===== config.mk =====
export PLATFORM = sky130hd
export DESIGN_NAME = store_buffer
export DESIGN_NICKNAME = d
export VERILOG_FILES = /design/src/rtl/mips_mem_pkg.sv /design/src/rtl/stbuf_match.sv /design/src/rtl/store_buffer.sv
export SDC_FILE = /design/constraint.sdc
export NUM_CORES = 1
export LEC_CHECK = 0
export BUFFER_PORTS_ARGS = -buffer_cell sky130_fd_sc_hd__buf_2
export CELL_PAD_IN_SITES_DETAIL_PLACEMENT = 1
export CELL_PAD_IN_SITES_GLOBAL_PLACEMENT = 1
export CORE_UTILIZATION = 55
export CTS_BUF_LIST = sky130_fd_sc_hd__clkbuf_4
export DETAILED_ROUTE_END_ITERATION = 12
export MAX_ROUTING_LAYER = met4
export PLACE_DENSITY_LB_ADDON = 0.08
export SLEW_MARGIN = 40
export SYNTH_ARGS = -nofsm -noshare
export SYNTH_HDL_FRONTEND = slang
export SYNTH_HIERARCHICAL = 1
export SYNTH_SLANG_ARGS = --single-unit

===== constraint.sdc =====
create_clock -name clk -period 5.7 [get_ports clk]
set_input_delay 0.57 -clock clk [delete_from_list [all_inputs] [get_ports clk]]
set_output_delay 0.57 -clock clk [all_outputs]
set_load 0.01 [all_outputs]

===== src/rtl/mips_mem_pkg.sv =====
// Shared MEM-stage definitions: store CTL encodings, store buffer entry and alignment check.
package mips_mem_pkg;

  localparam logic [1:0] CTL_BYTE    = 2'd0;
  localparam logic [1:0] CTL_HALF    = 2'd1;
  localparam logic [1:0] CTL_WORD    = 2'd2;
  localparam logic [1:0] CTL_ILLEGAL = 2'd3;

  typedef struct packed {
    logic [31:0] addr;
    logic [31:0] wd;
    logic [1:0]  ctl;
    logic [31:0] pc;
  } stbuf_entry_t;

  // An illegal CTL is never aligned, so a single check covers both drop causes.
  function automatic logic is_aligned(input logic [31:0] addr, input logic [1:0] ctl);
    logic ok;
    unique case (ctl)
      CTL_BYTE: ok = 1'b1;
      CTL_HALF: ok = (addr[0] == 1'b0);
      CTL_WORD: ok = (addr[1:0] == 2'b00);
      default:  ok = 1'b0;
    endcase
    return ok;
  endfunction

endpackage


===== src/rtl/stbuf_match.sv =====
// Load word-address comparators over all store buffer entries, with youngest-match select.
module stbuf_match #(
  parameter int unsigned DEPTH = 4,
  parameter int unsigned PTR_W = $clog2(DEPTH)
) (
  input  logic [29:0]      waddr [DEPTH],
  input  logic [DEPTH-1:0] is_word,
  input  logic [31:0]      wd    [DEPTH],
  input  logic [DEPTH-1:0] valid,
  input  logic [PTR_W-1:0] tail,
  input  logic             ld_valid,
  input  logic [29:0]      ld_waddr,
  output logic             hit,
  output logic             hit_word,
  output logic [31:0]      hit_wd
);

  logic [DEPTH-1:0] eq;
  logic [PTR_W-1:0] idx;

  always_comb begin
    for (int unsigned i = 0; i < DEPTH; i++) begin
      eq[i] = ld_valid && valid[i] && (waddr[i] == ld_waddr);
    end
  end

  // Walk from tail-1 back toward head so the first hit is the youngest store.
  always_comb begin
    hit      = 1'b0;
    hit_word = 1'b0;
    hit_wd   = '0;
    idx      = '0;
    for (int unsigned i = 1; i <= DEPTH; i++) begin
      idx = tail - PTR_W'(i);
      if (!hit && eq[idx]) begin
        hit      = 1'b1;
        hit_word = is_word[idx];
        hit_wd   = wd[idx];
      end
    end
  end

endmodule


===== src/rtl/store_buffer.sv =====
// Posted-write store buffer between MEM and data memory, drained in order one entry per cycle.
// Define STORE_BUFFER_FWD_EN to forward word data from the youngest matching word store.
module store_buffer
  import mips_mem_pkg::*;
#(
  parameter int unsigned DEPTH = 4,
  parameter int unsigned PTR_W = $clog2(DEPTH)
) (
  input  logic             clk,
  input  logic             clr_n,
  input  logic             st_valid,
  input  logic [31:0]      st_addr,
  input  logic [31:0]      st_wd,
  input  logic [1:0]       st_ctl,
  input  logic [31:0]      st_pc,
  output logic             st_ready,
  output logic             st_misalign,
  input  logic             ld_valid,
  input  logic [31:0]      ld_addr,
  output logic             ld_hazard,
  output logic             ld_fwd_valid,
  output logic [31:0]      ld_fwd_data,
  input  logic             dm_busy,
  output logic             dm_we,
  output logic [31:0]      dm_addr,
  output logic [31:0]      dm_wd,
  output logic [1:0]       dm_ctl,
  output logic [31:0]      dm_pc,
  output logic             empty,
  output logic [PTR_W:0]   count
);

  localparam logic [PTR_W:0] FULL_CNT = (PTR_W + 1)'(DEPTH);

  stbuf_entry_t     entry_q [DEPTH];
  logic [DEPTH-1:0] valid_q, valid_d;
  logic [PTR_W-1:0] head_q, tail_q;
  logic [PTR_W:0]   count_q, count_d;
  logic             misalign_q;
  logic             push, pop, drop;
  stbuf_entry_t     head_entry;

  assign empty       = (count_q == '0);
  assign count       = count_q;
  assign st_ready    = (count_q != FULL_CNT);
  assign st_misalign = misalign_q;
  assign dm_we       = !empty && !dm_busy;
  assign pop         = dm_we;
  assign push        = st_valid && st_ready && is_aligned(st_addr, st_ctl);
  assign drop        = st_valid && st_ready && !is_aligned(st_addr, st_ctl);

  assign head_entry = entry_q[head_q];
  assign dm_addr    = head_entry.addr;
  assign dm_wd      = head_entry.wd;
  assign dm_ctl     = head_entry.ctl;
  assign dm_pc      = head_entry.pc;

  always_comb begin
    valid_d = valid_q;
    if (pop) valid_d[head_q] = 1'b0;
    if (push) valid_d[tail_q] = 1'b1;
    unique case ({push, pop})
      2'b10:   count_d = count_q + 1'b1;
      2'b01:   count_d = count_q - 1'b1;
      default: count_d = count_q;
    endcase
  end

  always_ff @(posedge clk or negedge clr_n) begin
    if (!clr_n) begin
      valid_q    <= '0;
      head_q     <= '0;
      tail_q     <= '0;
      count_q    <= '0;
      misalign_q <= 1'b0;
    end else begin
      valid_q    <= valid_d;
      count_q    <= count_d;
      misalign_q <= drop;
      if (push) tail_q <= tail_q + 1'b1;
      if (pop) head_q <= head_q + 1'b1;
    end
  end

  // Entry payload needs no reset; the valid bits qualify it.
  always_ff @(posedge clk) begin
    if (push) begin
      entry_q[tail_q] <= '{addr: st_addr, wd: st_wd, ctl: st_ctl, pc: st_pc};
    end
  end

  logic [29:0]      m_waddr [DEPTH];
  logic [31:0]      m_wd    [DEPTH];
  logic [DEPTH-1:0] m_is_word;
  logic             hit, hit_word;
  logic [31:0]      hit_wd;

  always_comb begin
    for (int unsigned i = 0; i < DEPTH; i++) begin
      m_waddr[i]   = entry_q[i].addr[31:2];
      m_wd[i]      = entry_q[i].wd;
      m_is_word[i] = (entry_q[i].ctl == CTL_WORD);
    end
  end

  stbuf_match #(
    .DEPTH (DEPTH),
    .PTR_W (PTR_W)
  ) u_match (
    .waddr    (m_waddr),
    .is_word  (m_is_word),
    .wd       (m_wd),
    .valid    (valid_q),
    .tail     (tail_q),
    .ld_valid (ld_valid),
    .ld_waddr (ld_addr[31:2]),
    .hit      (hit),
    .hit_word (hit_word),
    .hit_wd   (hit_wd)
  );

  logic unused_ld_lo;
  assign unused_ld_lo = ^ld_addr[1:0];

`ifdef STORE_BUFFER_FWD_EN
  assign ld_fwd_valid = hit && hit_word;
  assign ld_hazard    = hit && !hit_word;
  assign ld_fwd_data  = ld_fwd_valid ? hit_wd : 32'd0;
`else
  logic unused_fwd;
  assign unused_fwd   = ^{hit_word, hit_wd};
  assign ld_fwd_valid = 1'b0;
  assign ld_fwd_data  = 32'd0;
  assign ld_hazard    = hit;
`endif

`ifndef SYNTHESIS
  always_ff @(posedge clk) begin
    if (clr_n) begin
      assert (!(st_valid && ld_valid))
        else $error("store_buffer: st_valid and ld_valid asserted together");
    end
  end
`endif

endmodule


* Yosys cells after proc, flatten, opt, wreduce, memory -nomap -nowiden
Memory sizes are Yosys's and may differ from the RTL's.
Cells that the tools add are included.
Widths: inputs -> output; s select.
** Operators by class
- Add/subtract/negate cells :: 7
- $lt $le $gt $ge :: 7
- Eq/ne operators :: 9
- Muxes and demuxes :: 22
- Bitwise gates (word level) :: 4
- Reduce and logical (&&, ||, !) cells :: 27
** Operators by type and width (number)
- $eq 30x30->1 :: 4
- $logic_and 1x1->1 :: 17
- $lt 2x3->1 const B :: 5
- $mux 1 :: 12
- $bmux 1 s2 :: 4
- $mux 4 :: 2
- $logic_not 1->1 :: 6
- $pmux 3 s2 :: 1
- $add 2x1->2 const B :: 2
- $and 4x4->4 :: 1
- $demux 1 s2 :: 2
- $eq 2x1->1 const B :: 2
- $eq 2x2->1 const B :: 2
- $ge 2x1->1 const B :: 2
- $logic_not 2->1 :: 2
- $not 4->4 :: 1
- $or 4x4->4 :: 1
- $sub 2x2->2 const B :: 2
- $add 3x1->3 const B :: 1
- $logic_not 3->1 :: 1
- $ne 3x3->1 const B :: 1
- $pmux 1 s3 :: 1
- $sub 3x1->3 const B :: 1
- $reduce_bool 2->1 :: 1
- other kinds (2) :: 2
** Storage, ports and cells
- Bits in registers :: 12
- RAM bits :: 392
- Input port bits :: 135
- Word-level logic and storage cells :: 82
- Memories kept :: 1
** Memory list
- entry_q :: words 4, bits a word 98, read ports 5, clocked after memory_dff 0, wr ports 1, RTL line store_buffer.sv:35 : stbuf_entry_t entry_q [DEPTH];

* Longest topological paths before layout
Gate-level depths: netlist of run 1.
An unclocked memory read counts as a cell.
- Word-level depth :: 15
- Gate-level depth with buffers :: 10
- Gate-level depth less buffers :: 9

* Hierarchy
The synthesis of run 1 kept the hierarchy.
** Modules (own cells, without submodules)
- store_buffer :: times used 1, cells each 614, area each 15068.2 µm², sequential area each 12071.6 µm²
- stbuf_match :: times used 1, cells each 648, area each 5522.8 µm², sequential area each 0.0 µm²

* Worst setup path before layout of run 1
No wires, ideal clock.
- Path kind :: input-to-reg
- Start point :: input port st_addr[1]
- End point :: memory entry_q[0][0] (netlist name), enable pin
- Setup time :: 0.414 ns
- Data arrival time :: 2.379 ns
- Required time :: 5.286 ns
- Setup slack :: 2.907 ns
- Stages on the path :: 4
- Cells stage by stage :: nor3_1 o211a_2 buf_6 and2_2
** Between the ends
- Word-level cells in the longest chain between the ends :: 5
** RTL lines
- from (decl) :: RTL line store_buffer.sv:12 : input logic [31:0] st_addr,
- $logic_not 2->1 :: RTL line mips_mem_pkg.sv:22 : CTL_WORD: ok = (addr[1:0] == 2'b00);
- $pmux 1 s3 :: RTL line mips_mem_pkg.sv:19 : unique case (ctl)
- $logic_and 1x1->1 :: RTL line store_buffer.sv:49 : assign push = st_valid && st_ready && is_aligned(st_addr, st_ctl);
- $mux 1 :: RTL line store_buffer.sv:87 : if (push) begin
- $mux 1 (not written as such) :: RTL line store_buffer.sv:88 : entry_q[tail_q] <= '{addr: st_addr, wd: st_wd, ctl: st_ctl, pc: st_pc};
- to (decl) :: RTL line store_buffer.sv:35
Every way passes these cells.

* Final worst setup path of run 1
- Start point :: register head_q[0]
- End point :: output port dm_addr[5]
** Between the ends
- Word-level cells in the longest chain between the ends :: 1
** RTL lines
- from (decl) :: RTL line store_buffer.sv:37 : logic [PTR_W-1:0] head_q, tail_q;
- from (signal assigned) :: RTL line store_buffer.sv:81 : if (pop) head_q <= head_q + 1'b1;
- $mem_v2 4x98
- to (decl) :: RTL line store_buffer.sv:25 : output logic [31:0] dm_addr,
Every way passes these cells.

==> metrics, run 1 <==
Startpoint Class flop; fmax 0.3070 GHz; Clock Latency Late Sink 0.76 ns; HP Class input port to flop; Die Width 174.8 µm; run status complete, no violations; setup_tns 0 ns; total met3 wirelength after detailed routing 3.307 mm; worst hold slack 0.07208 ns; RSZ-0062 raised after global routing false; htree depth 3; CTS tree done; CP Data Required Time 5.13 ns; Syn Std Cell Area 0.01642 mm²; clock sinks 404; Max FO, Critical Path 23; reg2reg setup slack 3.15 ns; Nets 1307; wire length on met2 21.85 mm; Max-slew headroom 0.5782; Final Critical Period 3.257 ns; drt wl/cell 25.58 µm; Num CTS Buffers 101; critical-path cell list buf_4 -> mux4_2 -> buf_2; skew final 0.08257 ns; Final Hold Violating Endpoints 0; critical path's largest stage delay 0.77 ns; PostCTS Resize Cnt 0; num ports 274; Synth Instances 783; area grow syn2layout 20.83%; Worst-path clk slew 0.06 ns; Avg Vias per Cell 5.521; Mean Syn Cell Area 20.97 µm²; slowest library cell on the worst path dfrtp_4; 1st-iter DRT viols 685; Initial Utilization 0.5660; R2R depth 4; WL met1 15.64 mm; first-pass GRT wire length 61.77 mm; fin crit share 0.5714; total track usage 0.2875; full die area 0.03055 mm²; max layer used met4; # rows 62; Hold Path Depth 1; Setup crit end kind output pin; final core utilization 0.6839; vias in the first global route 9976; Die Y 174.8 µm; antenna viol nets, final 0; Crit Path Class flop to output pin; grt total ovfl 0; initial antenna violation count 13; slew at the pin closest to its max-slew limit 0.6270 ns; clock root cell clkbuf_4; yosys warns 6; Leak 0.007154 µW; post-CTS setup buffers 0; drt first pass iters 5; core area 0.02901 mm²; Critical Path AT 2.69 ns; layout cells sized above 1 0.4239; I/O Buffers 238; Post-DP HPWL 25.09 mm; final setup vio count 0; final max-slew violation count 0; # DRC 0; vias 9021; largest net degree at the start of global routing 44; final WL 41.79 mm; Max Buffers Root-to-Sink 3; global placement routability congestion 0.8768; worst vdd ir 0.3790 mV; Power per Cell Area 444.5 mW/mm²; Maximum Capacitance Violations 0
==> repair_timing <==
action | CTS | global route
hold buffers | 52 | 0
endpoints found under the hold margin | 171 | 0
setup endpoints to repair | 0 | 0
==> where the power goes <==
part	leakage (µW)	total [µW]	switching, µW	internal [µW]
clock network	0.000781	2530	1200	1330
registers	0.00370	3830	223	3610
logic	0.00268	2460	1310	1160
==> through the flow <==
step | cells | worst slack (ns) | area (µm²) | total power [µW]
floorplan | 815 | 2.907 | 16540 | 5374
global placement | 1389 | 2.672 | 17930 | 6233
detailed placement | 1391 | 2.750 | 17970 | 6312
CTS | 1620 | 2.315 | 19810 | 8830
global route | 1634 | 2.247 | 19840 | 9217
finish | 1634 | 2.443 | 19840 | 8820
==> state kept, by name (all words and copies together) (netlist names) <==
register and flops:
entry_q 392, head_q 2, count 3, valid_q 4, tail_q 2, st_misalign 1
==> metal layers <==
metal,track usage,up-vias
li1,-,3926
met3,0.08486,68
met4,0.08732,0
met2,0.4754,436
met5,-,-
met1,0.3421,4591
==> final cells by class <==
cell class              count  area (µm²)
inverters                  10       37.54
repair buffers            303        1847
fillers                  2525        9170
diodes                     14       35.03
well taps                 384       480.5
flip-flops and latches    404       12080
multi-input cells         342        4045
clock buffers             155        1164
clock inverters            22       155.1
==> layout by cell type, fill, tap and decap left out, drive strengths merged, types with 2 or more instances in the layout <==
cell type	instances
nand3	6
dfrtp	12
a22o	4
ha	9
clkbuf	155
xnor2	30
nor2	7
and2	5
nand2	6
clkinv	16
mux4	98
dlygate4sd3	52
conb	33
edfxtp	392
diode	14
inv	12
nand4	12
bufinv	2
xor2	95
nor4	23
nor3	5
buf	251
clkinvlp	2
==> worst max-delay path: cells and delay by family (launching register included) <==
| kind | cells | cell delay, ns |
|---|---|---|
| buf+inv | 2 | 0.60 |
| flops | 1 | 0.77 |
| mux | 1 | 0.59 |
==> worst paths after layout <==
kind | start | end
worst min-delay path | st_wd[27] | entry_q[3][61]
worst max register to register | count[2] | entry_q[3][4]
min in group asynchronous | clr_n | count[2]
worst max-delay path | head_q[0] | dm_addr[5]
worst min register to register | count[2] | count[2]
max in group asynchronous | clr_n | head_q[1]
Power figures use the tool's default switching activity.
==> run 2, diff against run 1 <==
- CORE_UTILIZATION: 55 -> 46
- clock period: 5.7 -> 2.8 ns (I/O delays scaled with it)
==> run 2 against run 1 <==
Combinational power grew 120%. Power grew 100%. Die area grew 19%. Utilization shrank 9.4 points. Sequential cell count is the same. Non-clock buffer count grew 57. Critical path depth grew 4.
==> metrics, run 2 (same netlist as run 1, synthesis figures left out) <==
Setup crit end kind output pin; Initial Utilization 0.4719 (-0.09411); initial antenna violation count 5 (-8); vias in the first global route 9801 (-1.8%); critical path's largest stage delay 0.54 ns (-0.23 ns); Die Width 190.9 µm (+9.2%); skew final 0.06235 ns (-0.02023 ns); most frequent cells in the layout edfxtp_1 (392), buf_2 (238), clkbuf_4 (146); CTS tree done; final core utilization 0.5904 (-0.09354); RSZ-0062 raised after global routing true; HP Class input port to flop; slowest library cell on the worst path or4_4; Critical Path AT 2.43 ns (-0.26 ns); Post-DP HPWL 25.18 mm (+0.32%); max layer used met4; Worst-path clk slew 0.06 ns (about the same); total track usage 0.2268 (-0.06075); Power per Cell Area 862.7 mW/mm² (+94%); run status complete, no violations; critical-path cell list xor2_1 -> or4_4 -> nor4_4 -> and2_4 -> nor2_1 -> nand2_1 -> buf_2; # rows 68 (+9.7%); slew at the pin closest to its max-slew limit 0.5753 ns (-0.05171 ns); full die area 0.03646 mm² (+19%); Num CTS Buffers 104 (+3.0%); largest net degree at the start of global routing 80 (+82%); pre-CTS setup slack 0.5710 ns (-2.179 ns); area grow syn2layout 25.10%; Crit Path Class flop to output pin; grt total ovfl 0 (unchanged); clock root cell clkbuf_4; layout cells sized above 1 0.4084 (-0.01556); Final Hold Violating Endpoints 0 (unchanged); WL met1 16.18 mm (+3.4%); global placement routability congestion 0.8414 (-4.0%); clock power share 0.273 (-0.013); Die Y 190.9 µm (+9.2%); Comb pwr share 0.299 (+0.020); I/O Buffers 238 (unchanged); final max-slew violation count 0 (unchanged); drt first pass iters 4 (-1); wire length on met2 19.48 mm (-11%); CP Data Required Time 2.52 ns (-2.61 ns); final setup vio count 0 (unchanged); Maximum Capacitance Violations 0 (unchanged); antenna viol nets, final 0 (unchanged); Cell Count, Final, Fillers Out 1747 (+6.9%); # DRC 0 (unchanged); num ports 274 (unchanged); Startpoint Class flop; worst hold slack 0.2515 ns (+0.1794 ns); 1st-iter DRT viols 380 (-45%); core area 0.03480 mm² (+20%); Top reg by flops entry_q; total met3 wirelength after detailed routing 2.508 mm (-24%); clock sinks 404 (unchanged); first-pass GRT wire length 58.01 mm (-6.1%); Leak 0.007396 µW (+3.4%); Avg Vias per Cell 5.110 (-7.4%); Max-slew headroom 0.6152 (+0.03707); final WL 39.08 mm (-6.5%); drt wl/cell 22.37 µm (-13%); vias 8927 (-1.0%); worst vdd ir 0.5142 mV (+36%); htree depth 3 (unchanged); P_int 12380 µW (+100%); Nets 1367 (+4.6%); Sw Ratio 0.3014 (-0.007903); Final Critical Period 2.713 ns; fin crit share 0.9688; Clock Latency Late Sink 0.79 ns (+0.03 ns); max FFs per register 392 (unchanged); Max FO, Critical Path 2 (-91%); sequential power share 0.428 (-0.006); commonest non-fill, non-tap cell in the layout edfxtp_1; fmax 0.3686 GHz; Psw 5342 µW (+96%); Placed Cells 1467 (+5.5%); setup ws final 0.08731 ns (-2.356 ns); Max Buffers Root-to-Sink 3 (unchanged)
-- run 2: final timing paths --
kind                                      from        endpoint  slack, ns  depth (start not counted)
worst max-delay path            entry_q[2][78]       ld_hazard       0.09                          7
worst min-delay path                st_addr[4]  entry_q[0][70]       0.25                          2
worst max register to register        count[1]        count[2]       0.54                          9
worst min register to register      valid_q[1]      valid_q[1]       0.51                          1
max in group asynchronous                clr_n       head_q[0]       1.75                          3
min in group asynchronous                clr_n        count[2]       0.61                          3
-- run 2: power groups by stage --
stage	logic, µW	clock network [µW]	registers, µW
2_1_floorplan	3290	0	7650
3_3_place_gp	5260	0	7680
3_5_place_dp	5280	0	7720
4_1_cts	5430	5030	7590
5_1_grt	5730	5290	7640
6_report	5300	4830	7590
-- run 2: timing repair --
action / in CTS / in global routing
setup endpoints to repair: 1 / 1
buffers inserted: 1 / 0
endpoints found under the hold margin: 412 / 0
pin swaps: 2 / 0
hold buffers: 103 / 0
resized for setup: 5 / 1
-- run 2: layer usage --
layer / vias up / track usage
met5: - / -
met4: 0 / 0.08831
met3: 66 / 0.05875
met2: 312 / 0.3672
met1: 4513 / 0.2725
li1: 4036 / -
-- run 2: critical path, delay by kind of cell (launching register included) --
family                    cells  cell delay (ns)
xor gates and xnor gates      1             0.16
buffers and inverters         1             0.14
and+or+nand+nor               5             0.99
DFF                           1             0.41
-- run 2: through the flow --
stage	TNS, ns	cell area (µm²)	total power (µW)
2_1_floorplan	0	16540	10940
3_3_place_gp	0	18210	12940
3_5_place_dp	0	18210	13000
4_1_cts	-0.009428	20530	18060
5_1_grt	-0.06818	20540	18650
6_report	0	20540	17720
-- run 2: layout make-up --
| type | count | area (µm²) |
|---|---|---|
| antenna | 4 | 10.01 |
| clock inverter | 26 | 155.1 |
| timing repair buffer | 360 | 2515 |
| multi-input combinational | 342 | 4083 |
| inverter | 10 | 37.54 |
| tap | 455 | 569.3 |
| sequential | 404 | 12080 |
| clock buffer | 146 | 1096 |
| fill | 3241 | 14250 |
==> run 3, diff against run 2 <==
- CORE_MARGIN: default -> 3
- CORE_UTILIZATION: 46 -> 45
==> run 3 against run 2 <==
First-iteration DRC count rose by 22%. Critical path type unchanged. Die area up 6.5%. Largest power group unchanged. Highest routed layer unchanged. Sequential cell count unchanged. Sequential power about the same. Maximum frequency is 0.54% lower. Setup slack lost 0.015 ns. Critical path depth unchanged. Combinational power up 6.6%. Sequential share of layout area shrank 0.83 points. Global-route usage shrank 0.81 points. Cell count up 1.3%. Count of clock-buffer cells in the layout unchanged.
==> metrics, run 3 (same netlist as run 1, synthesis figures left out) <==
run status complete, no violations; antenna viol nets, final 0 (unchanged); slowest library cell on the worst path or4_4; layout cells sized above 1 0.4060 (-0.002399); Sw Ratio 0.3028 (+0.001367); full die area 0.03882 mm² (+6.5%); first-pass GRT wire length 61.15 mm (+5.4%); drt wl/cell 22.95 µm (+2.6%); final WL 40.61 mm (+3.9%); Psw 5551 µW (+3.9%); Max Buffers Root-to-Sink 3 (unchanged); critical path's largest stage delay 0.55 ns (about the same); Critical Path AT 2.45 ns (+0.02 ns); htree depth 3 (unchanged); vias 9051 (+1.4%); Final Critical Period 2.727 ns (+0.01480 ns); Maximum Capacitance Violations 0 (unchanged); setup_tns 0 ns (unchanged); fmax 0.3666 GHz (-0.54%); Die Width 197.0 µm (+3.2%); Die Y 197.0 µm (+3.2%); Num CTS Buffers 105 (+0.96%); Design Area, Final 0.02084 mm² (+1.4%); clock sinks 404 (unchanged); Final Hold Violating Endpoints 0 (unchanged); HP Class input port to flop; Max-slew headroom 0.6072 (-0.008064); RSZ-0062 raised after global routing true; critical-path cell list xor2_1 -> or4_4 -> nor4_4 -> and2_4 -> nor2_2 -> nand2_2 -> buf_6; worst vdd ir 0.5402 mV (+5.1%); initial antenna violation count 5 (unchanged); # rows 69 (+1.5%); I/O Buffers 238 (unchanged); final max-slew violation count 0 (unchanged); Initial Utilization 0.4595 (-0.01246); global placement routability congestion 0.8066 (-4.1%); vias in the first global route 10290 (+5.0%); final setup vio count 0 (unchanged); area grow syn2layout 26.90%; fin crit share 0.9741 (+0.005286); 1st-iter DRT viols 462 (+22%); clock power share 0.276 (+0.003); Avg Vias per Cell 5.116 (+0.13%); num ports 274 (unchanged); Post-DP HPWL 25.30 mm (+0.49%); max FFs per register 392 (unchanged); slew at the pin closest to its max-slew limit 0.5873 ns (+0.01206 ns); Top reg by flops entry_q; Power per Cell Area 879.8 mW/mm² (+2.0%); clock root cell clkbuf_4; CP Data Required Time 2.52 ns (about the same); CTS tree done; most frequent cells in the layout edfxtp_1 (392), buf_2 (217), clkbuf_4 (146); largest net degree at the start of global routing 67 (-16%); P_int 12780 µW (+3.2%); Crit Path Class flop to output pin; sequential power share 0.416 (-0.012); Worst-path clk slew 0.08 ns (+0.02 ns); Comb pwr share 0.308 (+0.009); drt first pass iters 4 (unchanged); Nets 1366 (-0.073%); commonest non-fill, non-tap cell in the layout edfxtp_1; skew final 0.04824 ns (-0.01410 ns); core area 0.03574 mm² (+2.7%); grt total ovfl 0 (unchanged); Max FO, Critical Path 2 (unchanged); total track usage 0.2187 (-0.008100); Setup crit end kind output pin; # DRC 0 (unchanged); Placed Area 0.01821 mm² (about the same); Leak 0.007487 µW (+1.2%); Startpoint Class flop; Clock Latency Late Sink 0.79 ns (about the same)
run 3: cell count changes in the layout (fill, tap and decap cells not counted), moves of 2 or more:
cell,delta
buf_2,-21
buf_6,+21
clkinv_1,+16
buf_4,-4
buf_16,+2
inv_2,-2
nor4_1,-2
nor4_2,+2
run 3: area by class of cell:
| class | instances | area [µm²] |
|---|---|---|
| antenna | 5 | 12.51 |
| clock buffer | 146 | 1096 |
| clock inverter | 43 | 254.0 |
| fill | 3223 | 14900 |
| inverter | 10 | 37.54 |
| multi-input combinational | 342 | 4100 |
| sequential | 404 | 12080 |
| tap | 461 | 576.8 |
| timing repair buffer | 358 | 2684 |
run 3: repair_timing:
action	in CTS	in global routing
gates cloned	1	0
endpoints found under the setup margin	87	56
setup buffers	1	0
gates resized for setup	23	11
hold buffers	103	0
pin swaps	2	0
endpoints found under the hold margin	412	0
run 3: power by group through the flow:
| stage | registers (µW) | clock network (µW) | logic, µW |
|---|---|---|---|
| 5_1_grt | 7680 | 5580 | 6090 |
| 3_3_place_gp | 7740 | 0 | 5270 |
| 4_1_cts | 7630 | 5220 | 5690 |
| 6_report | 7620 | 5060 | 5650 |
| 3_5_place_dp | 7770 | 0 | 5280 |
| 2_1_floorplan | 7650 | 0 | 3290 |
run 3: critical path: cells and delay by family (launching register included):
family	cells	cell delay, ns
buf+inv	1	0.10
flops	1	0.41
simple gates	5	1.00
xor+xnor	1	0.17
run 3: per-layer routing:
| layer | part of all wire | up-vias | track usage |
|---|---|---|---|
| met5 | 0 | - | - |
| met4 | 0.020 | 0 | 0.07260 |
| met3 | 0.069 | 50 | 0.06191 |
| met2 | 0.52 | 286 | 0.3622 |
| met1 | 0.39 | 4677 | 0.2613 |
| li1 | - | 4038 | - |
run 3: worst paths after layout:
path | start | slack, ns | to | depth (start not counted)
worst max-delay path | entry_q[2][78] | 0.07 | ld_hazard | 7
worst min-delay path | st_wd[15] | 0.24 | entry_q[0][49] | 2
worst max register to register | count[1] | 0.51 | count[2] | 9
worst min register to register | valid_q[2] | 0.51 | valid_q[2] | 1
max in group asynchronous | clr_n | 1.80 | head_q[0] | 3
min in group asynchronous | clr_n | 0.56 | count[1] | 3
run 3: per-stage QoR:
step	power (µW)	setup WS, ns	hold WS [ns]	util	std cells
3_3_place_gp	13000	0.5823	0.1885	0.5093	1470
4_1_cts	18550	-0.04329	0.1295	0.5810	1764
6_report	18340	0.07251	0.2370	0.5831	1769
3_5_place_dp	13040	0.5299	0.1828	0.5093	1470
2_1_floorplan	10940	0.1329	-0.01559	-	815
5_1_grt	19350	-0.06862	0.1804	0.5830	1768
